--- src/rtl/seq_lock_pkg.sv ---
// rtl/seq_lock_pkg.sv - symbol/state encodings and code packing helper for the sequence lock
package seq_lock_pkg;

  typedef enum logic [1:0] {
    SYM_NONE = 2'b00,
    SYM_A    = 2'b01,
    SYM_B    = 2'b10,
    SYM_C    = 2'b11
  } sym_t;

  typedef enum logic [2:0] {
    ST_IDLE    = 3'd0,
    ST_ENTER   = 3'd1,
    ST_OPEN    = 3'd2,
    ST_PROG    = 3'd3,
    ST_LOCKOUT = 3'd4
  } state_t;

  localparam int MAX_SEQ_LEN = 8;

  typedef sym_t sym_arr_t [MAX_SEQ_LEN];

  // Packs the first n symbols into a code vector, symbol 0 in the LSBs.
  function automatic logic [2*MAX_SEQ_LEN-1:0] pack_code(input sym_arr_t syms, input int n);
    logic [2*MAX_SEQ_LEN-1:0] v;
    v = '0;
    for (int i = 0; i < MAX_SEQ_LEN; i++) begin
      if (i < n) v[2*i +: 2] = syms[i];
    end
    return v;
  endfunction

  // One-hot board LEDs ordered {LOCKOUT,PROG,OPEN,ENTER,IDLE}.
  function automatic logic [4:0] state_leds(input state_t s);
    logic [4:0] leds;
    case (s)
      ST_IDLE:    leds = 5'b00001;
      ST_ENTER:   leds = 5'b00010;
      ST_OPEN:    leds = 5'b00100;
      ST_PROG:    leds = 5'b01000;
      ST_LOCKOUT: leds = 5'b10000;
      default:    leds = 5'b00001;
    endcase
    return leds;
  endfunction

  localparam logic [2*MAX_SEQ_LEN-1:0] CODE_ABBAC =
    pack_code('{SYM_A, SYM_B, SYM_B, SYM_A, SYM_C, SYM_NONE, SYM_NONE, SYM_NONE}, 5);

endpackage

--- src/rtl/lock_timer.sv ---
// rtl/lock_timer.sv - loadable down-counter with zero flag shared by the timed lock states
module lock_timer #(
  parameter int WIDTH = 8
) (
  input  logic             Clock,
  input  logic             Reset,
  input  logic             load,
  input  logic [WIDTH-1:0] load_value,
  output logic             zero
);

  logic [WIDTH-1:0] count;

  // Load takes priority; otherwise count down and park at zero rather than wrap.
  always_ff @(posedge Clock or posedge Reset) begin
    if (Reset) begin
      count <= '0;
    end else if (load) begin
      count <= load_value;
    end else if (count != '0) begin
      count <= count - WIDTH'(1);
    end
  end

  assign zero = (count == '0);

endmodule

--- src/rtl/seq_lock_ctrl.sv ---
// rtl/seq_lock_ctrl.sv - button-sequence lock controller with lockout and code programming
module seq_lock_ctrl
  import seq_lock_pkg::*;
#(
  parameter int                   SEQ_LEN        = 5,
  parameter int                   MAX_TRIES      = 3,
  parameter int                   UNLOCK_CYCLES  = 100_000_000,
  parameter int                   LOCKOUT_CYCLES = 250_000_000,
  parameter logic [2*SEQ_LEN-1:0] DEFAULT_CODE   = CODE_ABBAC[2*SEQ_LEN-1:0]
) (
  input  logic                           Clock,
  input  logic                           Reset,
  input  logic                           PulseA,
  input  logic                           PulseB,
  input  logic                           PulseC,
  input  logic                           ProgMode,
  output logic                           Locked,
  output logic                           Unlocked,
  output logic                           Error,
  output logic [$clog2(MAX_TRIES+1)-1:0] TriesLeft,
  output logic [4:0]                     StateLeds
);

  localparam int CODE_W  = 2 * SEQ_LEN;
  localparam int IDX_W   = $clog2(SEQ_LEN);
  localparam int TRY_W   = $clog2(MAX_TRIES + 1);
  localparam int TMAX    = (UNLOCK_CYCLES > LOCKOUT_CYCLES) ? UNLOCK_CYCLES : LOCKOUT_CYCLES;
  localparam int TIMER_W = (TMAX > 2) ? $clog2(TMAX) : 1;

  localparam logic [TIMER_W-1:0] UNLOCK_LOAD  = TIMER_W'(UNLOCK_CYCLES - 1);
  localparam logic [TIMER_W-1:0] LOCKOUT_LOAD = TIMER_W'(LOCKOUT_CYCLES - 1);
  localparam logic [TRY_W-1:0]   TRY_MAX      = TRY_W'(MAX_TRIES);
  localparam logic [IDX_W-1:0]   IDX_LAST     = IDX_W'(SEQ_LEN - 1);

  state_t              state_q, state_n;
  logic [IDX_W-1:0]    idx_q, idx_n;
  logic                mismatch_q, mismatch_n;
  logic [CODE_W-1:0]   code_q, code_n;
  logic [CODE_W-1:0]   shadow_q, shadow_n;
  logic [TRY_W-1:0]    tries_q, tries_n;
  logic                error_n;
  logic                timer_load;
  logic [TIMER_W-1:0]  timer_val;
  logic                timer_zero;

  sym_t                sym;
  logic                sym_valid;
  logic [1:0]          code_sym;
  logic [CODE_W-1:0]   shadow_wr;
  logic                last_sym;
  logic                mm_acc;
  logic                open_n;

  // Decode the button pulses; anything but exactly one pulse is no symbol.
  always_comb begin
    sym = SYM_NONE;
    case ({PulseA, PulseB, PulseC})
      3'b100:  sym = SYM_A;
      3'b010:  sym = SYM_B;
      3'b001:  sym = SYM_C;
      default: sym = SYM_NONE;
    endcase
  end

  assign sym_valid = (sym != SYM_NONE);
  assign last_sym  = (idx_q == IDX_LAST);

  // Select the expected code symbol at the current entry position.
  always_comb begin
    code_sym = code_q[1:0];
    for (int i = 0; i < SEQ_LEN; i++) begin
      if (idx_q == IDX_W'(i)) code_sym = code_q[2*i +: 2];
    end
  end

  // Shadow code with the incoming symbol written at the current position.
  always_comb begin
    shadow_wr = shadow_q;
    for (int i = 0; i < SEQ_LEN; i++) begin
      if (idx_q == IDX_W'(i)) shadow_wr[2*i +: 2] = sym;
    end
  end

  assign mm_acc = mismatch_q | (sym != code_sym);

  // Next-state and datapath updates for the lock sequencer.
  always_comb begin
    state_n    = state_q;
    idx_n      = idx_q;
    mismatch_n = mismatch_q;
    code_n     = code_q;
    shadow_n   = shadow_q;
    tries_n    = tries_q;
    error_n    = 1'b0;
    timer_load = 1'b0;
    timer_val  = '0;

    case (state_q)
      ST_IDLE: begin
        if (sym_valid) begin
          mismatch_n = (sym != code_sym);
          idx_n      = IDX_W'(1);
          state_n    = ST_ENTER;
        end
      end

      ST_ENTER: begin
        if (sym_valid) begin
          if (last_sym) begin
            idx_n      = '0;
            mismatch_n = 1'b0;
            if (!mm_acc) begin
              state_n    = ST_OPEN;
              timer_load = 1'b1;
              timer_val  = UNLOCK_LOAD;
              tries_n    = TRY_MAX;
            end else begin
              error_n = 1'b1;
              tries_n = tries_q - TRY_W'(1);
              if (tries_q == TRY_W'(1)) begin
                state_n    = ST_LOCKOUT;
                timer_load = 1'b1;
                timer_val  = LOCKOUT_LOAD;
              end else begin
                state_n = ST_IDLE;
              end
            end
          end else begin
            mismatch_n = mm_acc;
            idx_n      = idx_q + IDX_W'(1);
          end
        end
      end

      ST_OPEN: begin
        // ProgMode takes precedence even on the cycle the unlock time runs out.
        if (ProgMode) begin
          state_n = ST_PROG;
          idx_n   = '0;
        end else if (timer_zero) begin
          state_n = ST_IDLE;
        end
      end

      ST_PROG: begin
        // Dropping ProgMode aborts, even if a symbol arrives that same cycle.
        if (!ProgMode) begin
          state_n = ST_IDLE;
          idx_n   = '0;
        end else if (sym_valid) begin
          shadow_n = shadow_wr;
          if (last_sym) begin
            code_n  = shadow_wr;
            idx_n   = '0;
            state_n = ST_IDLE;
          end else begin
            idx_n = idx_q + IDX_W'(1);
          end
        end
      end

      ST_LOCKOUT: begin
        if (timer_zero) begin
          tries_n = TRY_MAX;
          state_n = ST_IDLE;
        end
      end

      default: begin
        state_n = ST_IDLE;
      end
    endcase
  end

  assign open_n = (state_n == ST_OPEN) || (state_n == ST_PROG);

  // State and datapath registers; code reverts to the default on reset.
  always_ff @(posedge Clock or posedge Reset) begin
    if (Reset) begin
      state_q    <= ST_IDLE;
      idx_q      <= '0;
      mismatch_q <= 1'b0;
      code_q     <= DEFAULT_CODE;
      shadow_q   <= '0;
      tries_q    <= TRY_MAX;
    end else begin
      state_q    <= state_n;
      idx_q      <= idx_n;
      mismatch_q <= mismatch_n;
      code_q     <= code_n;
      shadow_q   <= shadow_n;
      tries_q    <= tries_n;
    end
  end

  // Registered board outputs derived from the upcoming state.
  always_ff @(posedge Clock or posedge Reset) begin
    if (Reset) begin
      Locked    <= 1'b1;
      Unlocked  <= 1'b0;
      Error     <= 1'b0;
      StateLeds <= 5'b00001;
    end else begin
      Locked    <= !open_n;
      Unlocked  <= open_n;
      Error     <= error_n;
      StateLeds <= state_leds(state_n);
    end
  end

  assign TriesLeft = tries_q;

  lock_timer #(
    .WIDTH(TIMER_W)
  ) u_timer (
    .Clock      (Clock),
    .Reset      (Reset),
    .load       (timer_load),
    .load_value (timer_val),
    .zero       (timer_zero)
  );

endmodule

--- config.mk ---
export PLATFORM = sky130hd
export DESIGN_NAME = seq_lock_ctrl
export DESIGN_NICKNAME = d
export VERILOG_FILES = /design/src/rtl/seq_lock_pkg.sv /design/src/rtl/lock_timer.sv /design/src/rtl/seq_lock_ctrl.sv
export SDC_FILE = /design/constraint.sdc
export NUM_CORES = 1
export LEC_CHECK = 0
export BUFFER_PORTS_ARGS = -buffer_cell sky130_fd_sc_hd__buf_2
export CAP_MARGIN = 15
export CORE_MARGIN = 2
export CORE_UTILIZATION = 65
export DETAILED_ROUTE_END_ITERATION = 7
export GPL_ROUTABILITY_DRIVEN = 0
export PLACE_DENSITY = 0.84
export SYNTH_ARGS = -nofsm -noshare
export SYNTH_HDL_FRONTEND = slang
export SYNTH_SLANG_ARGS = --single-unit
--- constraint.sdc ---
create_clock -name Clock -period 6.55 [get_ports Clock]
set_clock_uncertainty 0.1 [all_clocks]
set_input_delay 0 -clock Clock [delete_from_list [all_inputs] [get_ports Clock]]
set_output_delay 0 -clock Clock [all_outputs]
set_load 0.02 [all_outputs]
==> results of run 1 <==
## state kept, by name, indices dropped and copies added, names as in the netlist
signal / cells
u_timer.count: 28
code_q: 10
shadow_q: 8
StateLeds: 5
idx_q: 3
state_q: 3
TriesLeft: 2
Error: 1
Locked: 1
Unlocked: 1
mismatch_q: 1
## worst paths after layout
check                      cells past startpoint  slack (ps)           endpoint
setup / recovery                               9        3710   u_timer.count[1]
hold / removal                                 3          20        shadow_q[6]
setup reg to reg                               9        3710   u_timer.count[1]
hold reg to reg                                2         400        shadow_q[7]
max in group asynchronous                      4        5540  u_timer.count[10]
min in group asynchronous                      4         300        shadow_q[7]
## worst max-delay path: cells and delay by family, from the launching register on
kind / cells / cell delay [ps]
AOI/OAI and AO/OA: 3 / 460
adders and majority gates: 1 / 360
buffers and inverters: 2 / 320
DFF: 1 / 520
and+or+nand+nor: 3 / 910
## final cells by class
class / count / area [um2] / area share, %
Clock buffer: 11 / 151 / 3.89
Timing Repair Buffer: 21 / 125 / 3.21
Inverter: 14 / 52.6 / 1.35
Clock inverter: 5 / 128 / 3.28
Multi-Input combinational cell: 265 / 1760 / 45.2
Tap cell: 70 / 87.6 / 2.25
Sequential cell: 63 / 1590 / 40.8
## cells in the mapped netlist, types with 3 or more instances
cell | n | area share (%)
nor2_2 | 3 | 0.54
clkbuf_1 | 8 | 0.86
nor4b_1 | 3 | 0.76
xnor2_1 | 9 | 2.3
nand3b_1 | 3 | 0.65
nand4b_1 | 3 | 0.76
or4_4 | 3 | 0.97
or4_1 | 5 | 1.1
nor2_1 | 39 | 4.2
mux2i_1 | 10 | 2.9
nand3_1 | 9 | 1.3
nor2b_1 | 8 | 1.4
buf_2 | 7 | 1.0
dfstp_2 | 10 | 7.6
nor3_1 | 14 | 2.0
and2_1 | 4 | 0.72
nand2b_1 | 4 | 0.72
or3_1 | 3 | 0.54
o21ai_0 | 11 | 1.6
a21oi_1 | 26 | 3.7
ha_1 | 7 | 2.5
inv_1 | 13 | 1.4
xor2_1 | 15 | 3.8
mux2_2 | 7 | 2.3
dfrtp_1 | 53 | 38
nand2_1 | 32 | 3.5
o21bai_1 | 4 | 0.86
## metrics by stage
step	util, %	power [uW]	instance area, um2
2_1_floorplan	-	426	3470
3_3_place_gp	69.9	435	3590
3_5_place_dp	69.9	436	3590
4_1_cts	75.8	896	3890
5_1_grt	75.8	919	3890
6_report	75.8	891	3890
## where the power goes
part | internal (uW) | switching (uW)
Combinational | 14.1 | 25.9
Clock | 312 | 149
Sequential | 390 | 0.833
## cell families after synthesis
logic type / Yosys count
flops: 63
fa+ha+maj: 7
mux: 17
buf+inv: 30
compound gates: 61
simple gates: 156
xor+xnor: 24
## cells in the final DEF (no fill, tap or decap), types with 4 or more instances in the layout
cell type | netlist | final
nand2b_1 | 4 | 4
xor2_1 | 15 | 15
buf_4 | 0 | 4
mux2i_1 | 10 | 10
bufinv_16 | 0 | 4
o21bai_1 | 4 | 4
clkbuf_8 | 0 | 11
dfstp_2 | 10 | 10
o21ai_0 | 11 | 11
nor2b_1 | 8 | 8
mux2_2 | 7 | 7
inv_1 | 13 | 12
xnor2_1 | 9 | 9
and2_1 | 4 | 4
nand3_1 | 9 | 9
or4_1 | 5 | 5
nor2_1 | 39 | 39
nor3_1 | 14 | 14
ha_1 | 7 | 7
dfrtp_1 | 53 | 53
buf_2 | 7 | 15
nand2_1 | 32 | 32
a21oi_1 | 26 | 26
## timing repair
action / 4_1_cts / 5_1_grt
endpoints found under the setup margin: 0 / 0
setup buffers: 0 / 0
hold buffers: 2 / 0
hold endpoints to repair: 54 / 0
## per-layer routing
layer / part of all wire, % / global-route usage (%) / vias to the layer above
met1: 48 / 38.6 / 1316
met3: 5.0 / 4.47 / 15
met2: 45 / 37.7 / 99
met4: 1.8 / 11.3 / 0
met5: 0 / 0 / -
li1: - / - / 1288
==> run_results.csv, run 1 <==
group,metric,value,unit
die,num_io_pins,16,
timing,period_share,43.3,%
setup_path,critPathArrivalTime,2920,ps
detailed_routing,vias_per_cell,6.05,
logic_synthesis,synthesis.nets,371,
clocking,cts.sinks,63,
detailed_routing,drt_wl_total,7220,um
timing,fin_setup_tns,0,ps
grt,grt_usage,26.0,%
logic_synthesis,synth.mux.area_fraction,5.15,%
die,core_area,5140,um2
detailed_routing,drtAntennaViolNets,0,
setup_path,critPathLaunchType,"flip-flop",
placed_design,place_inst,431,
grt,overflow,0,
clocking,clk_latency,350,ps
clocking,numCtsBuffers,9,
final_layout,final_nets,387,
final_layout,n_fill_cell,366,
timing,slew-limit-headroom,46.9,%
timing,worst_slack,3710,ps
timing,maxSlewViolCount,0,
grt,grt_antenna_before_repair,0,
setup_path,max_stage_delay,630,ps
clocking,cts_root_buf,"clkbuf_8",
placed_design,hpwl,4940,um
clocking,clockBufferDepth,2,
power,p_leak,0.00162,uW
worst_hold_path,hold_path_class,"input pin to flip-flop",
setup_path,worst_path_max_delay_cell,"nor2_1",
logic_synthesis,synth.distinct_cells,63,
setup_path,endpoint_kind,"flip-flop",
die,num_rows,26,
grt,grt_max_degree,64,
grt,grt_pass1_vias,2514,
timing,holdWs,22.1,ps
logic_synthesis,synth-simple-area-share,25.6,%
clocking,htree_levels,3,
logic_synthesis,synth_xor_area_share,6.05,%
timing,finalSetupViolations,0,
flow_run,drv_cap,0,
timing,worst_pin_slew,794,ps
logic_synthesis,async_flop_share,100,%
die,dieHeight,77.1,um
detailed_routing,firstDrtPassIters,5,
power,power_density,229,nW/um2
timing,timing.final.crit_period,2840,ps
setup_path,cp_max_fo,14,
setup_path,critPathLaunch,"idx_q[2]",
setup_path,crit_chain,"inv_1 -> ha_1 -> o21ai_0 -> nor2_1 -> o211ai_1 -> nor4b_2 -> buf_4 -> nor2_1 -> o211ai_1",
detailed_routing,wire_per_inst,16.1,um
placed_design,place_ws,3730,ps
logic_synthesis,synth_ff_type,"dfrtp_1",
outcome,status,"finished clean",
setup_path,r2r_start,"idx_q[2]",
final_layout,synthToLayoutAreaGrowth,12.1,%
power,peakVddDrop,0.122,mV
logic_synthesis,syn_avg_cell_area,9.70,um2
clocking,cts_tree,"yes",
logic_synthesis,synth-compound-area-share,11.4,%
final_layout,n_antenna_cell,0,
clocking,cts_resized,0,
logic_synthesis,yosysSeqAreaShare,45.8,%
die,initial_core_util,67.6,%
logic_synthesis,synth_top_family_by_area,"simple AND/OR/NAND/NOR gates",
logic_synthesis,synthCells,358,
logic_synthesis,ys_warn_count,0,
die,die_x,77.1,um
die,dieArea,5940,um2
clocking,clk_pin_slew,70,ps
placed_design,port_buffers,15,
logic_synthesis,synth_fa_ha_area_share,2.52,%
setup_path,critPathKind,"flip-flop to flip-flop",
logic_synthesis,syn_area,3470,um2
detailed_routing,routed-via-count,2718,
timing,max_freq,0.352,GHz
final_layout,final_cells,449,
final_layout,drive_gt1_share,19.5,%
detailed_routing,remaining_drc_errors,0,
logic_synthesis,synth-seq-cells,63,
grt,grt_pass1_wl,12100,um
setup_path,worstPathRequired,6640,ps
detailed_routing,dr.first_iter.drc_count,240,
logic_synthesis,synth_edf_count,0,
timing,rsz0062_at_grt,"no",
timing,hold_viol,0,
worst_hold_path,hold_path.startpoint,"PulseB",
(Power assumes the default switching activity.)
==> inputs of run 2 (changes only) <==
--- a/config.mk
+++ b/config.mk
@@ -8,10 +8,10 @@
 export BUFFER_PORTS_ARGS = -buffer_cell sky130_fd_sc_hd__buf_2
 export CAP_MARGIN = 15
 export CORE_MARGIN = 2
-export CORE_UTILIZATION = 65
+export CORE_UTILIZATION = 61
 export DETAILED_ROUTE_END_ITERATION = 7
 export GPL_ROUTABILITY_DRIVEN = 0
-export PLACE_DENSITY = 0.84
+export PLACE_DENSITY = 0.79
 export SYNTH_ARGS = -nofsm -noshare
 export SYNTH_HDL_FRONTEND = slang
 export SYNTH_SLANG_ARGS = --single-unit
==> constraint.sdc (replaced) <==
create_clock -name Clock -period 2.85 [get_ports Clock]
set_clock_uncertainty 0.1 [all_clocks]
set_input_delay 0 -clock Clock [delete_from_list [all_inputs] [get_ports Clock]]
set_output_delay 0 -clock Clock [all_outputs]
set_load 0.02 [all_outputs]
==> run 2 against run 1 <==
Compared with the run above:
- via count shrank 1.2%
- clock-buffer cell count shrank 1
- critical path depth is the same
- critical endpoint is now u_timer.count[19]
- setup slack lost 3500 ps
- final cell count grew 1.3%
- total power grew 98%
- largest cell class unchanged
- worst hold slack gained 8.4 ps
- utilization shrank 5.9 points
- non-clock buffer count grew 4
- sequential share of layout area grew 0.49 points
- largest power group is now registers
- design area shrank 1.2%
- first-iteration DRC count shrank 16%
- highest routed layer unchanged
==> run_results.csv, run 2 (synthesis results as in run 1) <==
group,metric,value,unit
outcome,status,"finished clean",
final_layout,reg_top3,"u_timer.count: 28 flops, code_q: 10 flops, shadow_q: 8 flops",
final_layout,final_common_cell,"dfrtp_1",
clocking,cts_tree,"yes",
die,num_rows,27,
setup_path,cp_max_fo,12,
final_layout,n_antenna_cell,0,
worst_hold_path,hold_path.startpoint,"PulseB",
timing,hold_viol,0,
clocking,clk_pin_slew,70,ps
final_layout,layout_common_cells,"dfrtp_1, nor2_1, nand2_1, a21oi_1",
clocking,numCtsBuffers,9,
timing,worst_pin_slew,739,ps
final_layout,synthToLayoutAreaGrowth,10.8,%
clocking,cts_root_buf,"clkbuf_8",
setup_path,critPathArrivalTime,2760,ps
placed_design,hpwl,5160,um
setup_path,r2r_start,"idx_q[0]",
grt,grt_pass1_wl,11700,um
timing,maxSlewViolCount,0,
timing,worst_slack,205,ps
final_layout,top_register,"u_timer.count",
timing,fin_setup_tns,0,ps
clocking,clockBufferDepth,2,
setup_path,endpoint_kind,"flip-flop",
clocking,cts.sinks,63,
worst_hold_path,whs_path_depth,3,
die,dieHeight,79.4,um
detailed_routing,remaining_drc_errors,0,
grt,grt_antenna_before_repair,0,
timing,rsz0062_at_grt,"no",
detailed_routing,wire_per_inst,15.7,um
final_layout,drive_gt1_share,20.6,%
die,num_io_pins,16,
die,die_x,79.4,um
setup_path,worstPathRequired,2960,ps
timing,slew-limit-headroom,50.1,%
grt,grt_usage,24.3,%
detailed_routing,dr.first_iter.drc_count,202,
die,initial_core_util,63.1,%
worst_hold_path,hold_path_class,"input pin to flip-flop",
power,peakVddDrop,0.272,mV
grt,overflow,0,
placed_design,port_buffers,15,
setup_path,critPathKind,"flip-flop to flip-flop",
detailed_routing,routed-via-count,2686,
timing,finalSetupViolations,0,
clocking,post-cts-setup-buffers,0,
grt,grt_pass1_vias,2470,
timing,timing.final.crit_period,2650,ps
final_layout,final_cells,455,
detailed_routing,drt_wl_total,7150,um
clocking,clk_latency,340,ps
clocking,htree_levels,3,
power,p_leak,0.00161,uW
final_layout,largest_reg_flops,28,
grt,grt_max_degree,28,
detailed_routing,vias_per_cell,5.90,
final_layout,final_nets,391,
timing,period_share,92.8,%
setup_path,r2r_cells,9,
setup_path,critPathLaunch,"idx_q[0]",
setup_path,critPathLaunchType,"flip-flop",
detailed_routing,drtAntennaViolNets,0,
timing,max_freq,0.378,GHz
placed_design,place_ws,108,ps
placed_design,place_inst,437,
power,power_density,459,nW/um2
detailed_routing,firstDrtPassIters,4,
die,core_area,5510,um2
flow_run,drv_cap,0,
die,dieArea,6310,um2
[run 2: changes by cell type in the layout (fill, tap and decap cells not counted)]
cell / before / now
buf_4: 4 / 8
bufinv_16: 4 / 1
clkbuf_8: 11 / 10
clkinv_2: 0 / 3
clkinvlp_4: 1 / 2
nor2_1: 39 / 38
nor2_2: 3 / 4
[run 2: power by group]
part | total (uW) | internal (uW) | switching [uW] | leakage [uW]
combinational | 93.3 | 33.2 | 60.1 | 0.000774
clock | 777 | 423 | 354 | 0.0000981
sequential | 898 | 896 | 1.72 | 0.000735
[run 2: through the flow]
step                power [uW]  hold WS [ps]  area (um2)  util, %
finish                    1770          30.5        3850     69.9
global route              1830          64.3        3850     69.9
CTS                       1780          24.4        3840     69.8
detailed placement        1000         -14.0        3630     65.9
global placement          1000         -18.6        3630     65.9
floorplan                  979          73.8        3470        -
[run 2: area by class of cell]
class	instances	area (um2)
multi-input cells	265	1760
fillers	407	1660
flip-flops and latches	63	1590
repair buffers	25	155
clock buffers	10	138
well taps	72	90.1
clock inverters	6	60.1
inverters	14	52.6
[run 2: timing repair]
| action | in CTS | in global routing |
|---|---|---|
| hold buffers | 2 | 0 |
| endpoints found under the setup margin | 0 | 14 |
| resized for setup | 0 | 1 |
| hold endpoints to repair | 26 | 0 |
[run 2: worst max-delay path, stage by stage (launching register included)]
cell and delay [ps]:
dfrtp_1 420, inv_1 100, ha_1 210, nand2_1 140, nor2_1 270, nand3_1 230, nor4b_2 410, buf_4 270
nand2b_1 270, nor2_1 80
[run 2: path summary, 6_finish.rpt]
kind                                      to  slack [ps]
max                        u_timer.count[19]         200
min                              shadow_q[6]          30
max reg2reg                u_timer.count[19]         200
min reg2reg                      shadow_q[1]         410
max in group asynchronous       StateLeds[0]        1750
min in group asynchronous        shadow_q[6]         160
[run 2: per-layer routing]
metal / GRT usage [%] / vias to the layer above / routed length [um]
li1: - / 1303 / -
met4: 10.3 / 0 / 146
met2: 34.3 / 85 / 3130
met3: 4.30 / 16 / 359
met5: 0 / - / 0
met1: 36.5 / 1282 / 3510
